**config.mk**
```make
export PLATFORM = sky130hd
export DESIGN_NAME = time_counter
export DESIGN_NICKNAME = d
export VERILOG_FILES = /design/src/rtl/time_counter.sv
export SDC_FILE = /design/constraint.sdc
export NUM_CORES = 1
export LEC_CHECK = 0
export ABC_AREA = 1
export CAP_MARGIN = 20
export CORE_MARGIN = 3
export CORE_UTILIZATION = 25
export DETAILED_ROUTE_END_ITERATION = 12
export PLACE_DENSITY = 0.53
export SLEW_MARGIN = 20
export SYNTH_ARGS = -nofsm -noshare
export SYNTH_HDL_FRONTEND = slang
export SYNTH_SLANG_ARGS = --single-unit
```
**constraint.sdc**
```tcl
create_clock -name clk -period 2.9 [get_ports clk]
set_input_delay 0.725 -clock clk [delete_from_list [all_inputs] [get_ports clk]]
set_output_delay 0.725 -clock clk [all_outputs]
set_load 0.01 [all_outputs]
```
**src/rtl/time_counter.sv**
```systemverilog
// BCD mm:ss time base for the stopwatch/timer: one-second prescaler, up/down/increment
// modes, a one-cycle tick after each timed step and a sticky zero-reached flag.
module time_counter #(
   parameter int TICK_DIV = 10_000_000,
   parameter int PW       = 24
) (
   input  logic        clk,
   input  logic        nrst,
   input  logic        clear,
   input  logic        enable,
   input  logic        enable_increment,
   input  logic        enable_decrement,
   input  logic        inc_pulse,
   output logic [3:0]  sec_ones,
   output logic [3:0]  sec_tens,
   output logic [3:0]  min_ones,
   output logic [3:0]  min_tens,
   output logic [15:0] count_value,
   output logic        tick,
   output logic        flag
);

   typedef enum logic [2:0] {
      MODE_HOLD,
      MODE_CLEAR,
      MODE_DOWN,
      MODE_UP,
      MODE_INC
   } mode_t;

   logic [15:0]   r_count;
   logic [PW-1:0] r_presc;
   logic          r_tick;
   logic          r_flag;

   mode_t         w_mode;
   logic [15:0]   w_countNext;
   logic [PW-1:0] w_prescNext;
   logic          w_tickNext;
   logic          w_flagNext;
   logic          w_wrap;
   logic          w_atZero;

   // Count is held as {min_tens, min_ones, sec_tens, sec_ones}; 59:59 wraps to 00:00.
   function automatic logic [15:0] bcdUp(input logic [15:0] c);
      logic [3:0] so, st, mo, mt;
      {mt, mo, st, so} = c;
      if (so != 4'd9) begin
         so = so + 4'd1;
      end else begin
         so = 4'd0;
         if (st != 4'd5) begin
            st = st + 4'd1;
         end else begin
            st = 4'd0;
            if (mo != 4'd9) begin
               mo = mo + 4'd1;
            end else begin
               mo = 4'd0;
               if (mt != 4'd5) mt = mt + 4'd1;
               else            mt = 4'd0;
            end
         end
      end
      return {mt, mo, st, so};
   endfunction

   // Down-counting stops at 00:00, so min_tens is never decremented below zero.
   function automatic logic [15:0] bcdDown(input logic [15:0] c);
      logic [3:0] so, st, mo, mt;
      {mt, mo, st, so} = c;
      if (c != 16'h0000) begin
         if (so != 4'd0) begin
            so = so - 4'd1;
         end else begin
            so = 4'd9;
            if (st != 4'd0) begin
               st = st - 4'd1;
            end else begin
               st = 4'd5;
               if (mo != 4'd0) begin
                  mo = mo - 4'd1;
               end else begin
                  mo = 4'd9;
                  mt = mt - 4'd1;
               end
            end
         end
      end
      return {mt, mo, st, so};
   endfunction

   always_comb begin
      w_mode = MODE_HOLD;
      if (clear)                 w_mode = MODE_CLEAR;
      else if (enable_decrement) w_mode = MODE_DOWN;
      else if (enable)           w_mode = MODE_UP;
      else if (enable_increment) w_mode = MODE_INC;
   end

   assign w_wrap   = (r_presc == PW'(TICK_DIV - 1));
   assign w_atZero = (r_count == 16'h0000);

   // The prescaler only runs in up/down modes; every other mode parks it at zero.
   always_comb begin
      w_countNext = r_count;
      w_prescNext = '0;
      w_tickNext  = 1'b0;
      w_flagNext  = r_flag;
      case (w_mode)
         MODE_CLEAR: begin
            w_countNext = 16'h0000;
            w_flagNext  = 1'b0;
         end
         MODE_DOWN: begin
            w_prescNext = w_wrap ? '0 : r_presc + PW'(1);
            if (w_atZero) begin
               w_flagNext = 1'b1;
            end else if (w_wrap) begin
               w_countNext = bcdDown(r_count);
               w_tickNext  = 1'b1;
            end
         end
         MODE_UP: begin
            w_prescNext = w_wrap ? '0 : r_presc + PW'(1);
            if (w_wrap) begin
               w_countNext = bcdUp(r_count);
               w_tickNext  = 1'b1;
            end
         end
         MODE_INC: begin
            if (inc_pulse) w_countNext = bcdUp(r_count);
         end
         default: begin
         end
      endcase
   end

   always_ff @(posedge clk or negedge nrst) begin
      if (!nrst) begin
         r_count <= 16'h0000;
         r_presc <= '0;
         r_tick  <= 1'b0;
         r_flag  <= 1'b0;
      end else begin
         r_count <= w_countNext;
         r_presc <= w_prescNext;
         r_tick  <= w_tickNext;
         r_flag  <= w_flagNext;
      end
   end

   assign sec_ones    = r_count[3:0];
   assign sec_tens    = r_count[7:4];
   assign min_ones    = r_count[11:8];
   assign min_tens    = r_count[15:12];
   assign count_value = r_count;
   assign tick        = r_tick;
   assign flag        = r_flag;

endmodule

```
==> impl_results.md, run 1 <==
- Synth area leader: dfrtp_1
- CP endpoint kind: flip-flop
- Die W: between 100 and 150 µm
- Mapped Nets: ~420
- Final Cycle Share: around 80%
- Port bufs: 40
- PostCTS Resize Cnt: 0
- Outcome: complete, no violations
- Initial antenna violation count: 0
- Largest net degree at the start of global routing: between 40 and 50
- Area contributors post-synth: dfrtp_1 (34%), nand2_1 (8.4%), nand3_1 (6.5%), ha_1 (5.7%), inv_1 (5.1%)
- Clk slew on worst S/H paths: 0.06 ns
- Global route overflow: 0
- Seq cells post-synth: 42
- Max frequency: 438 MHz
- Drt total wl: just over 7 mm
- Slew Limit Headroom: 63.9%
- CTS HTree Levels: 2
- DR iter-0 viols: between 100 and 150
- Sw Pwr: 842 µW
- Synthesis warning total: 0
- Gate power share: 39.8%
- Switching share of total power: 37.3%
- Worst Tran Pin Value: 0.541 ns
- Clk Latency, worst-skew pair: 0.29 ns
- Root buf cell: clkbuf_16
- Leak: ~0.0017 µW
- RR Endpoint: count_value[13]
- Fraction of power consumed by sequential logic: about a third
- Max Cap Violations: 0
- CP endpoint: count_value[10]
- Routed vias: 2,602
- Crit path cell chain: clkdlybuf4s50_1 -> inv_1 -> nand3_2 -> nand2_2 -> nand2_1 -> nand4_1 -> nor2_4 -> nand2_2 -> nand2_1 -> nand2_1
- Setup bufs post-CTS: 0
- Ant. Diodes: 0
- DRT Pass-1 Iters: 4
- WP data arrival: between 2 and 2.5 ns
- CTS tree: built
- Flop2flop setup slack: 0.91 ns
- Top cell type's share of synthesized area: 34.2%
- Slew Viols, Final: 0
- Filler cell count: ~1,200
- Critical path launch point type: input pin
- Boundary pin count: 41
- Gpl congestion: about 0.85
- RSZ-0062 raised after global routing: false
- Worst path required time: slightly above 3 ns
- Internal power: 1410 µW
- Mean area per synthesized cell: around 7.7 µm²
- Longest Clk Path Bufs: 2
- Drt wl/cell: 12.8 µm
- # setup viols final: 0
- Area Overhead vs Synth: 18.9%
- R2r startpoint: count_value[4]
- Min Tclk post-route: 2.29 ns
- Synth cell types: 39
- Number of cell rows: 39
- Buf+Inv Stages, Crit Path: 2
- DP Wirelength: 5.56 mm
- CTS buffer count: 5
- Slowest Stage Delay on Critical Path: 0.55 ns
- ANT nets after route: 0
- Fraction of layout cells with a size suffix above 1: 11.7%
- Delay-heaviest family, CP: simple AND/OR/NAND/NOR gates
- Slowest cell on crit path: clkdlybuf4s50_1
- Synth Instances: 398
- Pwr Density: 617 nW/µm²
- Post-synthesis sequential area ratio: between 30 and 40%
- Die Y: 117 µm
- First-pass GRT wire length: 12.5 mm
- Drc violations: 0
- CP startpoint: clear
- Clk pwr share: between 20% and 30%
- Worst clock skew: 0.00558 ns
- Worst path depth: 10
- Critical path type: input pin to flip-flop
- R2R cell count: 12
- Via density: 4.56
- Core Footprint: 11,700 µm²
- Most common cell type on the critical path: nand2_1
- Die ar.: 13,700 µm²
- Hold buffers post-CTS: 0
- Clock sinks: 42
- Hold Fails Final Rpt: 0
- Critical-path maximum fanout: 8
- Setup Total Neg Slack: 0 ns
- Final core utilization: 31.2%
- Maximum VDD drop: 0.293 mV
- Net count, final: 447
- Vias in the first global route: 2,588
- All-layer global routing usage: a little under an eighth
- Mapped cell area: 3070 µm²
- Hold Path Class: input pin to async pin
- Effective utilization at floorplan: 26.2%
[stage by stage]
| stage | hold slack (ns) | power [µW] | cell area [µm²] | setup slack [ns] | instances |
|---|---|---|---|---|---|
| 5_1_grt | 0.474 | 2440 | 3650 | 0.466 | 570 |
| 3_3_place_gp | 0.454 | 1690 | 3500 | 0.308 | 562 |
| 6_report | 0.422 | 2250 | 3650 | 0.614 | 570 |
| 3_5_place_dp | 0.461 | 1700 | 3500 | 0.325 | 562 |
| 2_1_floorplan | 0.429 | 1380 | 3070 | 1.05 | 398 |
| 4_1_cts | 0.469 | 2290 | 3650 | 0.620 | 570 |
[placed cells by master (no fill, tap or decap), drive strengths merged]
master	instances
nor4	1
nor3	8
o31ai	1
or3	1
clkbuf	7
o22ai	3
o21ai	29
nand3	48
a21oi	15
a311oi	1
xor2	11
o211ai	1
ha	14
nand2	82
o21a	2
clkinv	1
o211a	1
inv	47
xnor2	7
nand3b	1
o32ai	1
clkdlybuf4s50	39
buf	2
nor2	53
dfrtp	42
nand4	6
a31oi	2
nor3b	1
[sequential cells by signal, summed over array words and instances (netlist names)]
register and count:
count_value 16, flag 1, r_presc 24, tick 1
[synthesized netlist by cell type, drive strengths merged]
master,count
xnor2,7
xor2,11
a31oi,2
a311oi,1
nor2,53
o211a,1
nor3,8
o21a,2
nand3,48
nor4,1
o22ai,3
nand2,82
nand4,6
or3,1
buf,20
dfrtp,42
a21oi,15
inv,47
o21ai,29
nand3b,1
o32ai,1
ha,14
nor3b,1
o31ai,1
o211ai,1
[layer usage]
metal / wire [µm] / vias to the layer above / track usage, %
li1: - / 1341 / -
met1: 3550 / 1215 / 15.9
met2: 3410 / 40 / 18.3
met3: 249 / 6 / 3.14
met4: 59 / 0 / 2.14
met5: 0 / - / 0
[kinds of logic after synthesis]
group	share of synthesized area (%)
compound gates	10.7
xor+xnor	5.13
fa+ha+maj	5.70
buf+inv	10.9
flops	34.2
simple gates	33.4
[worst min-delay path by stage]
| stage | cells past startpoint | slack, ns | end |
|---|---|---|---|
| 2_1_floorplan | 0 | 0.43 | count_value[0] |
| 3_3_place_gp | 1 | 0.45 | r_presc[0] |
| 3_5_place_dp | 1 | 0.46 | r_presc[0] |
| 4_1_cts | 1 | 0.47 | r_presc[0] |
| 5_1_grt | 1 | 0.47 | r_presc[10] |
| 6_report | 1 | 0.42 | r_presc[10] |
[power groups by stage]
stage / clock network [µW] / registers (µW) / logic, µW
after CTS: 595 / 786 / 911
after detailed placement: 0 / 793 / 904
after global placement: 0 / 792 / 895
final: 574 / 782 / 898
after global routing: 629 / 802 / 1010
after floorplan: 0 / 781 / 600
[cell type report]
class                      instances  area [µm²]  area share (%)
tap                              143         179            4.90
timing repair buffer              41         405            11.1
multi-input combinational        289        1690            46.2
inverter                          47         181            4.97
clock buffer                       7         143            3.91
clock inverter                     1        5.00           0.137
sequential                        42        1050            28.8
Note: power is estimated with default switching activity, not from simulation.
==> inputs of run 2 (changes only) <==
PLACE_DENSITY = 0.54   (was 0.53)
clock period = 2 ns   (was 2.9 ns; I/O delays follow)
==> run 2 against run 1 <==
  * First-iteration DRC count down 18%
  * Cell area up 7.4%
  * Core utilization up 2.3 points
  * Clock-buffer cell count down 2
  * Wire length up 3.3%
  * Combinational power up 69%
  * Hold slack worse by 0.25 ns
  * Global-route usage up 0.11 points
  * Critical path type is now flip-flop to primary output
  * Sequential share of layout area down 2.0 points
  * Via count up 4.3%
  * Clock power up 64%
==> impl_results.md, run 2 (same netlist as run 1, synthesis figures left out) <==
- Max reg flops: 24 (unchanged)
- Delay-heaviest family, CP: buffers and inverters
- Gpl congestion: 0.820 (-3.2%)
- CP endpoint kind: primary output
- Critical path launch point type: flip-flop
- Worst Tran Pin Value: 0.500 ns (-0.0411 ns)
- DP Wirelength: 5.79 mm (+4.1%)
- Clock sinks: 42 (unchanged)
- Hold Path Class: input pin to async pin
- Fraction of layout cells with a size suffix above 1: 18.4% (+6.7 points)
- CTS tree: built
- Area Overhead vs Synth: 27.6%
- # setup viols final: 0 (unchanged)
- Most common cell after layout, fill and taps aside: nand2_1
- Slowest cell on crit path: clkdlybuf4s50_1
- Setup Total Neg Slack: 0 ns (unchanged)
- DP Area: 3690 µm² (+5.3%)
- Net count, final: 472 (+5.6%)
- Pwr Density: 898 nW/µm² (+46%)
- Die W: 117 µm (unchanged)
- Critical path type: flip-flop to primary output
- Largest net degree at the start of global routing: 25 (-42%)
- Worst clock skew: 0.00694 ns (+0.00135 ns)
- R2r startpoint: r_presc[0]
- Drc violations: 0 (unchanged)
- Clk slew on worst S/H paths: 0.06 ns (about the same)
- Slew Limit Headroom: 66.7% (+2.7 points)
- Die Y: 117 µm (unchanged)
- Drt wl/cell: 12.6 µm (-1.0%)
- Port bufs: 40 (unchanged)
- DRT Pass-1 Iters: 4 (unchanged)
- Clk Latency, worst-skew pair: 0.29 ns (about the same)
- Root buf cell: clkbuf_16
- Max frequency: around 530 MHz
- Worst path required time: 1.50 ns (-1.58 ns)
- CTS HTree Levels: 2 (unchanged)
- Die ar.: 13,700 µm² (unchanged)
- DR iter-0 viols: 119 (-18%)
- Effective utilization at floorplan: 26.2% (unchanged)
- Finished Cell Area: 3920 µm² (+7.4%)
- Crit path cell chain: clkdlybuf4s50_1
- Global route overflow: 0 (unchanged)
- Maximum VDD drop: 0.357 mV (+22%)
- Slowest Stage Delay on Critical Path: 0.60 ns (+0.05 ns)
- Slew Viols, Final: 0 (unchanged)
- Power consumption: 3520 µW (+56%)
- Biggest register: r_presc
- First-pass GRT wire length: 12.7 mm (+1.5%)
- Hold slack: 0.172 ns (-0.251 ns)
- Final Cycle Share: 95.1%
- Buf+Inv Stages, Crit Path: 1 (-1)
- Vias in the first global route: 2,697 (+4.2%)
- CP startpoint: count_value[14]
- Outcome: complete, no violations
- Max Cap Violations: 0 (unchanged)
- Leak: 0.00182 µW (+9.8%)
- All-layer global routing usage: 11.6% (+0.11 points)
- CTS buffer count: 5 (unchanged)
- Min Tclk post-route: 1.90 ns
- ANT nets after route: 0 (unchanged)
- Drt total wl: 7.51 mm (+3.3%)
- Core Footprint: 11,700 µm² (unchanged)
- Final core utilization: 33.5% (+2.3 points)
- Boundary pin count: 41 (unchanged)
- Hold Fails Final Rpt: 0 (unchanged)
- Initial antenna violation count: 0 (unchanged)
- Longest Clk Path Bufs: 2 (unchanged)
- WP data arrival: 1.40 ns (-1.06 ns)
- Via density: 4.56 (about the same)
- Ant. Diodes: 0 (unchanged)
- Hold buffers post-CTS: 0 (unchanged)
- Number of cell rows: 39 (unchanged)
- Critical-path maximum fanout: 9 (+1)
- Filler cell count: 1,264 (+1.5%)
- Routed vias: 2,714 (+4.3%)
- Most frequent cells in the layout: nand2_1 (66), inv_1 (42), dfrtp_1 (42)
[run 2: cell count changes in the layout (fill, tap and decap cells not counted), moves of 2 or more]
| cell | change |
|---|---|
| buf_4 | +23 |
| dlymetal6s2s_1 | +2 |
| clkdlybuf4s50_1 | -2 |
| nand3_1 | -2 |
| nand2_1 | -3 |
| nand2_4 | +2 |
[run 2: layer usage]
metal / vias to the layer above / GRT usage (%) / routed length [µm]
met2: 37 / 19.0 / 3580
met5: - / 0 / 0
met1: 1272 / 16.1 / 3700
met4: 0 / 2.37 / 64
li1: 1398 / - / -
met3: 7 / 2.16 / 169
[run 2: layout make-up]
cell class,count,area [µm²],share of cell area [%]
multi-input combinational,289,1730,44.2
sequential,42,1050,26.8
timing repair buffer,66,608,15.5
inverter,47,184,4.69
tap,143,179,4.56
clock buffer,5,125,3.19
clock inverter,3,40.0,1.02
[run 2: stage by stage]
stage / setup WS, ns / std cells
floorplan: 0.239 / 398
global placement: -0.261 / 585
detailed placement: -0.266 / 585
CTS: 0.0204 / 593
global route: -0.00723 / 595
finish: 0.0990 / 595
[run 2: power by group]
| group | switching, µW | internal [µW] | leakage (µW) |
|---|---|---|---|
| clock network | 354 | 585 | 0.0000836 |
| registers | 125 | 943 | 0.000577 |
| logic | 809 | 706 | 0.00116 |
| total | 1290 | 2230 | 0.00182 |
[run 2: path summary, 6_finish.rpt]
path                            cells after the start         endpoint  slack [ns]
worst max register to register                      8   count_value[4]        0.19
max in group asynchronous                           2   count_value[4]        1.32
worst max-delay path                                1  count_value[14]         0.1
min in group clk                                    1       r_presc[0]        0.46
worst min register to register                      1       r_presc[0]        0.46
worst min-delay path                                1      r_presc[11]        0.17
[run 2: repair_timing]
| action | 4_1_cts | 5_1_grt |
|---|---|---|
| gates resized for setup | 0 | 15 |
| buffers inserted | 0 | 2 |
| endpoints found under the setup margin | 0 | 16 |
==> inputs of run 3 (changes only) <==
GPL_ROUTABILITY_DRIVEN = 0   (was not set)
TNS_END_PERCENT = 30   (was not set)
==> results of run 3 <==
No change in the layout: final DEF, timing and power equal those of run 2.
